==> config.mk <==
export PLATFORM = sky130hd
export DESIGN_NAME = sfu_exp2_arbiter
export DESIGN_NICKNAME = d
export VERILOG_FILES = /design/src/rtl/sfu_pkg.sv /design/src/rtl/sfu_exp2_arbiter_rr.sv /design/src/rtl/sfu_exp2_arbiter.sv
export SDC_FILE = /design/constraint.sdc
export NUM_CORES = 1
export LEC_CHECK = 0
export ABC_AREA = 1
export BUFFER_PORTS_ARGS = -buffer_cell sky130_fd_sc_hd__buf_2
export CORE_ASPECT_RATIO = 2
export CORE_MARGIN = 2
export CORE_UTILIZATION = 25
export CTS_CLUSTER_DIAMETER = 200
export CTS_CLUSTER_SIZE = 40
export DETAILED_ROUTE_END_ITERATION = 8
export GPL_ROUTABILITY_DRIVEN = 0
export HOLD_SLACK_MARGIN = 0.12
export PLACE_DENSITY = 0.6
export SETUP_SLACK_MARGIN = 0.1
export SYNTH_ARGS = -nofsm -noshare
export SYNTH_HDL_FRONTEND = slang
export SYNTH_SLANG_ARGS = --single-unit
==> constraint.sdc <==
create_clock -name clk -period 4.19 [get_ports clk]
set_input_delay 0.2095 -clock clk [delete_from_list [all_inputs] [get_ports clk]]
set_output_delay 0.2095 -clock clk [all_outputs]
set_load 0.01 [all_outputs]
==> src/rtl/sfu_pkg.sv <==
// Shared constants and types for the SFU front-end blocks.
package sfu_pkg;

    localparam int SFU_DATA_W   = 32;
    localparam int EXP2_LATENCY = 6;
    localparam int SFU_NUM_REQ  = 4;

    localparam logic [SFU_DATA_W-1:0] FP32_ONE  = 32'h3F80_0000;
    localparam logic [SFU_DATA_W-1:0] FP32_INF  = 32'h7F80_0000;
    localparam logic [SFU_DATA_W-1:0] FP32_ZERO = 32'h0000_0000;

    typedef logic [$clog2(SFU_NUM_REQ)-1:0] sfu_tag_t;

endpackage

==> src/rtl/sfu_exp2_arbiter_rr.sv <==
// Round-robin arbiter: searches upward from the requester after the last one
// accepted; the pointer only moves when the grant is actually taken.
module rr_arbiter #(
    parameter int NUM_REQ = 4,
    parameter int TAG_W   = $clog2(NUM_REQ)
) (
    input  logic               clk,
    input  logic               rst,
    input  logic [NUM_REQ-1:0] req,
    input  logic               advance,
    output logic [NUM_REQ-1:0] grant,
    output logic [TAG_W-1:0]   grant_idx
);

    logic [TAG_W-1:0] rr_ptr;
    logic [TAG_W-1:0] sel;
    logic             found;

    always_comb begin
        grant     = '0;
        grant_idx = '0;
        found     = 1'b0;
        sel       = '0;
        for (int k = 1; k <= NUM_REQ; k++) begin
            sel = TAG_W'((int'(rr_ptr) + k) % NUM_REQ);
            if (!found && req[sel]) begin
                found      = 1'b1;
                grant[sel] = 1'b1;
                grant_idx  = sel;
            end
        end
    end

    // Reset to the last index so requester 0 has priority after reset.
    always_ff @(posedge clk or posedge rst) begin
        if (rst) begin
            rr_ptr <= TAG_W'(NUM_REQ - 1);
        end else if (advance) begin
            rr_ptr <= grant_idx;
        end
    end

endmodule

==> src/rtl/sfu_exp2_arbiter.sv <==
// Shares one pipelined 2^x unit among NUM_REQ requesters; a shadow valid/tag
// pipeline mirrors the unit so each result is routed to its issuer.
module sfu_exp2_arbiter
    import sfu_pkg::*;
#(
    parameter int NUM_REQ    = SFU_NUM_REQ,
    parameter int DATA_WIDTH = SFU_DATA_W,
    parameter int LATENCY    = EXP2_LATENCY,
    parameter int TAG_W      = $clog2(NUM_REQ),
    parameter int CNT_W      = $clog2(LATENCY + 1)
) (
    input  logic                          clk,
    input  logic                          rst,
    input  logic [NUM_REQ-1:0]            req_valid,
    output logic [NUM_REQ-1:0]            req_ready,
    input  logic [NUM_REQ*DATA_WIDTH-1:0] req_data,
    output logic [NUM_REQ-1:0]            resp_valid,
    input  logic [NUM_REQ-1:0]            resp_ready,
    output logic [DATA_WIDTH-1:0]         resp_data,
    output logic [DATA_WIDTH-1:0]         exp_operand,
    output logic                          exp_vld_in,
    output logic                          exp_en,
    input  logic [DATA_WIDTH-1:0]         exp_result,
    input  logic                          exp_vld_out,
    output logic                          busy,
    output logic [CNT_W-1:0]              inflight,
    output logic                          err
);

    logic [LATENCY-1:0] vld_sr;
    logic [TAG_W-1:0]   tag_sr [LATENCY];
    logic               head_vld;
    logic [TAG_W-1:0]   head_tag;
    logic               stall;
    logic [NUM_REQ-1:0] grant;
    logic [TAG_W-1:0]   grant_idx;
    logic               rsp_hs;

    assign head_vld = vld_sr[LATENCY-1];
    assign head_tag = tag_sr[LATENCY-1];

    // A head result whose owner is not ready freezes the whole unit.
    assign stall      = head_vld & ~resp_ready[head_tag];
    assign exp_en     = ~stall;
    assign exp_vld_in = exp_en & (|req_valid);
    assign req_ready  = exp_en ? grant : '0;
    assign resp_data  = exp_result;
    assign rsp_hs     = |(resp_valid & resp_ready);
    assign busy       = (inflight != '0);

    always_comb begin
        for (int i = 0; i < NUM_REQ; i++) begin
            resp_valid[i] = head_vld && (head_tag == TAG_W'(i));
        end
    end

    always_comb begin
        exp_operand = '0;
        for (int i = 0; i < NUM_REQ; i++) begin
            if (grant[i]) begin
                exp_operand = req_data[i*DATA_WIDTH +: DATA_WIDTH];
            end
        end
    end

    rr_arbiter #(
        .NUM_REQ (NUM_REQ),
        .TAG_W   (TAG_W)
    ) u_rr (
        .clk       (clk),
        .rst       (rst),
        .req       (req_valid),
        .advance   (exp_vld_in),
        .grant     (grant),
        .grant_idx (grant_idx)
    );

    always_ff @(posedge clk or posedge rst) begin
        if (rst) begin
            vld_sr <= '0;
            for (int k = 0; k < LATENCY; k++) begin
                tag_sr[k] <= '0;
            end
        end else if (exp_en) begin
            vld_sr    <= {vld_sr[LATENCY-2:0], exp_vld_in};
            tag_sr[0] <= grant_idx;
            for (int k = 1; k < LATENCY; k++) begin
                tag_sr[k] <= tag_sr[k-1];
            end
        end
    end

    // Counter overflow/underflow and unit/shadow disagreement are all fatal bookkeeping errors.
    always_ff @(posedge clk or posedge rst) begin
        if (rst) begin
            inflight <= '0;
            err      <= 1'b0;
        end else begin
            if (exp_vld_in && !rsp_hs) begin
                if (inflight == CNT_W'(LATENCY)) begin
                    err <= 1'b1;
                end else begin
                    inflight <= inflight + CNT_W'(1);
                end
            end else if (!exp_vld_in && rsp_hs) begin
                if (inflight == '0) begin
                    err <= 1'b1;
                end else begin
                    inflight <= inflight - CNT_W'(1);
                end
            end
            if (exp_en && (exp_vld_out != head_vld)) begin
                err <= 1'b1;
            end
        end
    end

endmodule

== Yosys cells after proc, flatten, opt, wreduce, memory -nomap -nowiden ==
Index checks and enable logic that the tools add are counted.
Storage, ports and cells
  bits in registers: 24
  word-level logic and storage cells: 113
  bits of input ports: 171
  output and inout port bits: 79
Cells by class
  bitwise logic cells: 8
  equal/unequal tests: 8
  add/subtract/negate cells: 6
  $lt $le $gt $ge: 9
  reductions and logical operators: 29
  muxes and demuxes: 43
Operator list (number)
  32-bit two-way mux: 4
  4-bit two-way mux: 5
  1-bit two-way mux: 17
  2-bit by 3-bit less-than comparator with 1-bit output, second input constant: 5
  1-bit logical AND: 14
  3-bit two-way mux: 4
  4-bit bitwise OR: 3
  1-bit binary-select mux with 2-bit select: 5
  3-bit nonzero test: 3
  1-bit demux with 2-bit select: 4
  2-bit by 1-bit greater-or-equal comparator with 1-bit output, second input constant: 4
  2-bit two-way mux: 4
  4-bit OR reduction: 2
  3-bit AND reduction: 2
  1-bit logical NOT: 5
  2-bit by 1-bit adder with 2-bit output, second input constant: 2
  2-bit adder, second input constant: 2
  4-bit AND: 1
  2-bit == test, second input constant: 2
  2-bit inequality test, second input constant: 2
  3-bit by 1-bit adder with 3-bit output, second input constant: 1
  3-bit == test, second input constant: 1
  3-bit logical NOT: 1
  3-bit by 1-bit inequality test with 1-bit output, second input constant: 1
  7 further kinds: 9

== Logic depth before layout (Yosys ltp) ==
  word-level depth: 17
  gate-level depth with buffers: 14
  mapped depth without buffers: 13

== Hierarchy ==
From an unflattened synthesis, not the netlist that was laid out.
Second synthesis, totals
  cells, all modules: 486
  area, all modules: 2996.6 um^2
Modules (own cells, without submodules)
  sfu_exp2_arbiter: cells each 404, times used 1, area each 2459.9 um^2, seq. area each 550.5 um^2
  rr_arbiter: cells each 82, times used 1, area each 536.8 um^2, seq. area each 52.6 um^2

== Worst setup path after synthesis ==
No wires, ideal clock.
  path kind: reg-to-reg
  from: register tag_sr (netlist bit head_tag[1])
  to: register inflight[1]
  data required time: 4.065 ns
  setup slack: 1.674 ns
  library setup time: 0.125 ns
  cell stages (with the launch flop): 13
  period minus slack after synthesis: 2.516 ns
  path buffers: 0
  arrival time: 2.391 ns
  cells stage by stage: dfrtp_1 inv_1 nand3_1 inv_1 nor4_4 inv_2 o41ai_1 inv_1 ha_1 xnor2_1 o21ai_0 nand2_1 mux2_2
Between the ends
  word-level cells in the longest chain between the ends: 10
  elaborated cells on any way between the ends: 25
  those cells by class: eq/ne: 5; mux: 3; bitwise: 5; reduce/logical: 12
RTL lines
  from (decl): RTL line sfu_exp2_arbiter.sv:31  | logic [TAG_W-1:0] tag_sr [LATENCY];
  from (signal, indexed assignment): RTL line sfu_exp2_arbiter.sv:88  | tag_sr[k] <= tag_sr[k-1];
  1-bit binary-select mux with 2-bit select (*): RTL line sfu_exp2_arbiter.sv:43  | assign stall = head_vld & ~resp_ready[head_tag];
  1-bit two-way mux (not written as such) (*): RTL line sfu_exp2_arbiter.sv:43
  1-bit NOT (*): RTL line sfu_exp2_arbiter.sv:43
  1-bit AND (*): RTL line sfu_exp2_arbiter.sv:43
  1-bit NOT (*): RTL line sfu_exp2_arbiter.sv:44  | assign exp_en = ~stall;
  1-bit AND (*): RTL line sfu_exp2_arbiter.sv:45  | assign exp_vld_in = exp_en & (|req_valid);
  net exp_vld_in: RTL line sfu_exp2_arbiter.sv:21  | output logic exp_vld_in,
  1-bit logical NOT: RTL line sfu_exp2_arbiter.sv:105  | end else if (!exp_vld_in && rsp_hs) begin
  1-bit logical AND: RTL line sfu_exp2_arbiter.sv:105
  2-bit nonzero test (no source line)
  3-bit AND reduction (no source line)
  to (signal assigned): RTL line sfu_exp2_arbiter.sv:103  | inflight <= inflight + CNT_W'(1);
  to (signal assigned): RTL line sfu_exp2_arbiter.sv:109  | inflight <= inflight - CNT_W'(1);
  to (decl): RTL line sfu_exp2_arbiter.sv:26  | output logic [CNT_W-1:0] inflight,
The timed path passes the listed nets; every way through them passes the cells marked *. The select of a mux whose other input is x is not followed.
A chain may end at the register's enable or synchronous reset.

== Worst setup path in the final report ==
  from: register u_rr.rr_ptr[0]
  to: output exp_operand[27]
Between the ends
  word-level cells in the longest chain between the ends: 17
  elaborated cells on any way between the ends: 52
  those cells by class: add/sub: 4; order compare: 8; mux: 27; bitwise: 3; reduce/logical: 10
RTL lines
  from (decl): RTL line sfu_exp2_arbiter_rr.sv:15  | logic [TAG_W-1:0] rr_ptr;
  from (signal assigned): RTL line sfu_exp2_arbiter_rr.sv:37  | rr_ptr <= TAG_W'(NUM_REQ - 1);
  from (signal assigned): RTL line sfu_exp2_arbiter_rr.sv:39  | rr_ptr <= grant_idx;
  parallel branches: the longest is 12 deep, another holds 2-bit by 3-bit less-than comparator with 1-bit output
  4-bit two-way mux (*): RTL line sfu_exp2_arbiter_rr.sv:26  | if (!found && req[sel]) begin
  32-bit two-way mux (3 in series): RTL line sfu_exp2_arbiter.sv:60  | if (grant[i]) begin
  32-bit two-way mux (*): RTL line sfu_exp2_arbiter.sv:60
  to (decl): RTL line sfu_exp2_arbiter.sv:20  | output logic [DATA_WIDTH-1:0] exp_operand,
Every way passes the cells marked *. The select of a mux whose other input is x is not followed.

==> impl_summary.md <==
Drt
Dividing the detail-routed wire length by the instance count gives ~12 um. The post-route DRC violation count is 0. The first TritonRoute pass finished after 4 iterations.

The detailed-route via count is ~3700. In the routed layout, each cell is associated on average with a via count of 4.33. The post-route antenna net violation count is 0.

The detailed router finished its first iteration with 80 violations. For this block, the routed nets add up to about 10 mm of wire.

CTS
The number of clock sinks is 24. In this run the post-CTS setup repair buffer count came out at 0. In this run, post-CTS repair resized a total of 0 instances. After clock tree synthesis, the clock-pin slew on the worst setup and hold paths is about 0.06 ns. In this run the number of H-tree levels came out at 1. The tree is rooted in a clkbuf_16. The clock passes through at most 2 buffers. Buffers inserted during clock tree synthesis total 3. At the later pin of the worst-skew pair, clock insertion delay measures around 0.25 ns. TritonCTS built the clock tree.

The number of hold buffers added after cts is 0.

Placement
Detailed placement ended at an HPWL of 8.12 mm. The count of input and output buffers is roughly 190. The worst setup slack before clock tree synthesis is a little under 0.9 ns.

Power
The overall power after layout is 0.00493 W. The power density normalized to cell area is 1200 mW/mm2. The leakage power of the design is ~2.7 nW.

The maximum resistive drop on vdd is between 0.5 and 0.6 mV.

Worst setup path
The worst register-to-register path ends at inflight[1]. The endpoint class of the critical path is an output port. The endpoint arrival time on the critical path is 3.36 ns.

In this run the register-to-register setup slack is roughly 1.4 ns. The top fanout value on the critical path is 32. The worst setup path is of the reg -> out kind. At the worst endpoint, the required time is approximately 4.0 ns.

The length in cells of the worst reg-to-reg path is 13. In this run the critical register-to-register path is launched from head_tag[1]. STA classifies the critical path startpoint as a register.

Synth
Ranked by instance count, the synthesized netlist is headed by 197 x nand2_1, 121 x inv_1, 96 x a21oi_1. The share of the synthesized area in the top cell type is 22.6%. The number of warnings printed during yosys synthesis is 0. By instance count, the leading cell after synthesis is nand2_1. Each instance of the synthesized netlist takes up on average about 5.7 um2. The number of nets handed over by synthesis was roughly 760.

Synthesis inferred 24 register bits. The area of the mapped netlist is roughly 0.0033 mm2. Synthesis produced between 500 and 600 cells. The share of flip-flops with an asynchronous set or reset after synthesis is 100%. In this run, synthesis inferred 0 flip-flops with an integrated enable. The synthesized design spends more area on one cell type than any other, namely nand2_1.

The proportion of synthesized chip area in sequential cells is 18.4%. For this run, the leading register cell type out of synthesis is dfrtp_1. Synthesis instantiated 32 different standard cells from the library.

In the post-synthesis netlist, the biggest area contributors are nand2_1 23%, dfrtp_1 17%, a21oi_1 15%.

Floorplanning
In this run the count of I/O pins placed on the die edge is 250. The die boundary width is about 85 um. In this run the core area contains between 50 and 60 standard-cell rows.

The area of the die is about 0.014 mm2. The starting utilization of the core area is 25.3%. The area of the core region is roughly 0.013 mm2.

The die height is around 170 um.

STA
Of the available clock period, the critical path in the final layout requires between 80% and 90%. The final clock skew is between 0.003 and 0.004 ns. The max-slew violation count is 0. In the post-route analysis, the smallest setup slack over all paths is 0.623 ns. Setup repair after global routing left no endpoint under its margin. Setup violations remaining at the end of the flow were counted as 0. The count of endpoints failing hold in the final timing report came to 0. The worst relative slew slack is ~41%. The peak clock frequency supported by timing is about 280 MHz. For the pin with the worst max-slew slack, the measured transition is between 0.8 and 0.9 ns. The time the final worst path needs with I/O delays and setup is about 3.6 ns.

The setup total negative slack is 0 ns.

Global routing
The initial antenna violation count came to 0. Global routing finished with a remaining overflow of 0. The number of global-route vias before repair is 3454. The wire length of the first global-routing pass is between 15 and 20 mm. Entering global routing, the biggest net connects 66 pins. Global routing used 13.5% of the available tracks.

Outcome
The run finished with clean final reports.

Layout
The filler cells instantiated in the layout total 1471. The area growth from synthesis to layout is 26.1%. The area taken by flip-flops and latches is 603 um2. The share of final-layout standard cells stronger than drive strength 1 is roughly 31%.

The total number of nets in the final design is approximately 890. The antenna diode count is 0. The area of combinational cells with multiple inputs is approximately 0.0018 mm2.

Worst hold path
The kind of path behind the tightest hold check is in -> async.

Run
The number of max-cap violations is 0.
## worst max path at each step
stage                         startpoint         endpoint  slack (ns)
after floorplan              head_tag[1]      inflight[1]        1.67
after global placement    u_rr.rr_ptr[0]  exp_operand[25]        0.94
after detailed placement  u_rr.rr_ptr[0]  exp_operand[27]        0.89
after CTS                 u_rr.rr_ptr[0]  exp_operand[27]        0.61
after global routing      u_rr.rr_ptr[0]  exp_operand[27]        0.36
final                     u_rr.rr_ptr[0]  exp_operand[27]        0.62
## final cells by class
class,instances,share of cell area [%]
clock buffer,4,2.15
inverter,124,11.3
multi-input combinational,367,43.5
sequential,24,14.6
tap,152,4.61
timing repair buffer,191,23.8
## through the flow
| stage | util [%] | instances | hold WS, ns | instance area [um2] |
|---|---|---|---|---|
| global route | 31.9 | 862 | 0.219 | 4120 |
| floorplan | - | 573 | 0.223 | 3270 |
| detailed placement | 31.2 | 858 | 0.419 | 4040 |
| global placement | 31.2 | 858 | 0.419 | 4040 |
| CTS | 31.9 | 862 | 0.205 | 4120 |
| finish | 31.9 | 862 | 0.148 | 4120 |
## cell usage in the layout, fill, tap and decap left out
master     Yosys  final
a21boi_0       1      1
a21boi_1       1      1
a21boi_2       1      1
a21oi_1       96     96
a21oi_2        2      2
a22oi_1        1      1
buf_12         0      1
buf_2         10    185
buf_4         41      5
clkbuf_16      0      3
clkbuf_8       0      1
dfrtp_1       22     22
dfstp_2        2      2
fa_1           1      1
ha_1          10     10
inv_1        121    121
inv_2          3      3
mux2_2         1      1
nand2_1      197    197
nand2_2        4      4
nand2_4        1      1
nand3_1       11     10
nand3_2        5      6
nor2_1         4      4
nor2_2         3      3
nor3_1         6      6
nor3b_1        1      1
nor4_4         1      1
o2111ai_1      2      2
o21ai_0       13     13
o311ai_0       1      1
o41ai_1        1      1
xnor2_1        3      3
## cell families (layout without fill, tap and decap cells)
logic type | Yosys count | count (layout) | share of synthesized area [%]
buf+inv | 182 | 319 | 26.9
flops | 24 | 24 | 18.4
xor+xnor | 3 | 3 | 0.804
compound gates | 119 | 119 | 19.3
mux | 1 | 1 | 0.344
simple gates | 233 | 233 | 29.8
fa+ha+maj | 11 | 11 | 4.44
## worst max-delay path, stage by stage, from the launching register on
cell      delay, ns
dfstp_2        0.64
inv_2          0.15
ha_1           0.36
inv_1          0.12
nand2_2        0.09
nand2_4        0.09
nor2_2         0.08
a21boi_2       0.13
nand3_2        0.54
buf_4          0.43
a21oi_1        0.13
nand2_1        0.06
a21oi_1        0.13
buf_2          0.15
## metal layers
layer | up-vias | GRT usage (%) | wire [um]
met3 | 35 | 1.59 | 513
met4 | 0 | 5.80 | 408
met5 | - | 0 | 0
met2 | 124 | 26.1 | 5230
li1 | 1975 | - | -
met1 | 1597 | 14.1 | 3840
## registers in the layout (all words and copies together) (netlist names)
name	count
err	1
vld_sr	6
inflight	3
tag_sr	10
u_rr.rr_ptr	2
head_tag	2
## report_power, final
group	leakage, nW	internal, W	switching [W]
Sequential	0.284	0.000359	0.0000927
Clock	0.0442	0.000146	0.0000747
Combinational	2.39	0.00161	0.00264
(Power assumes the default switching activity.)
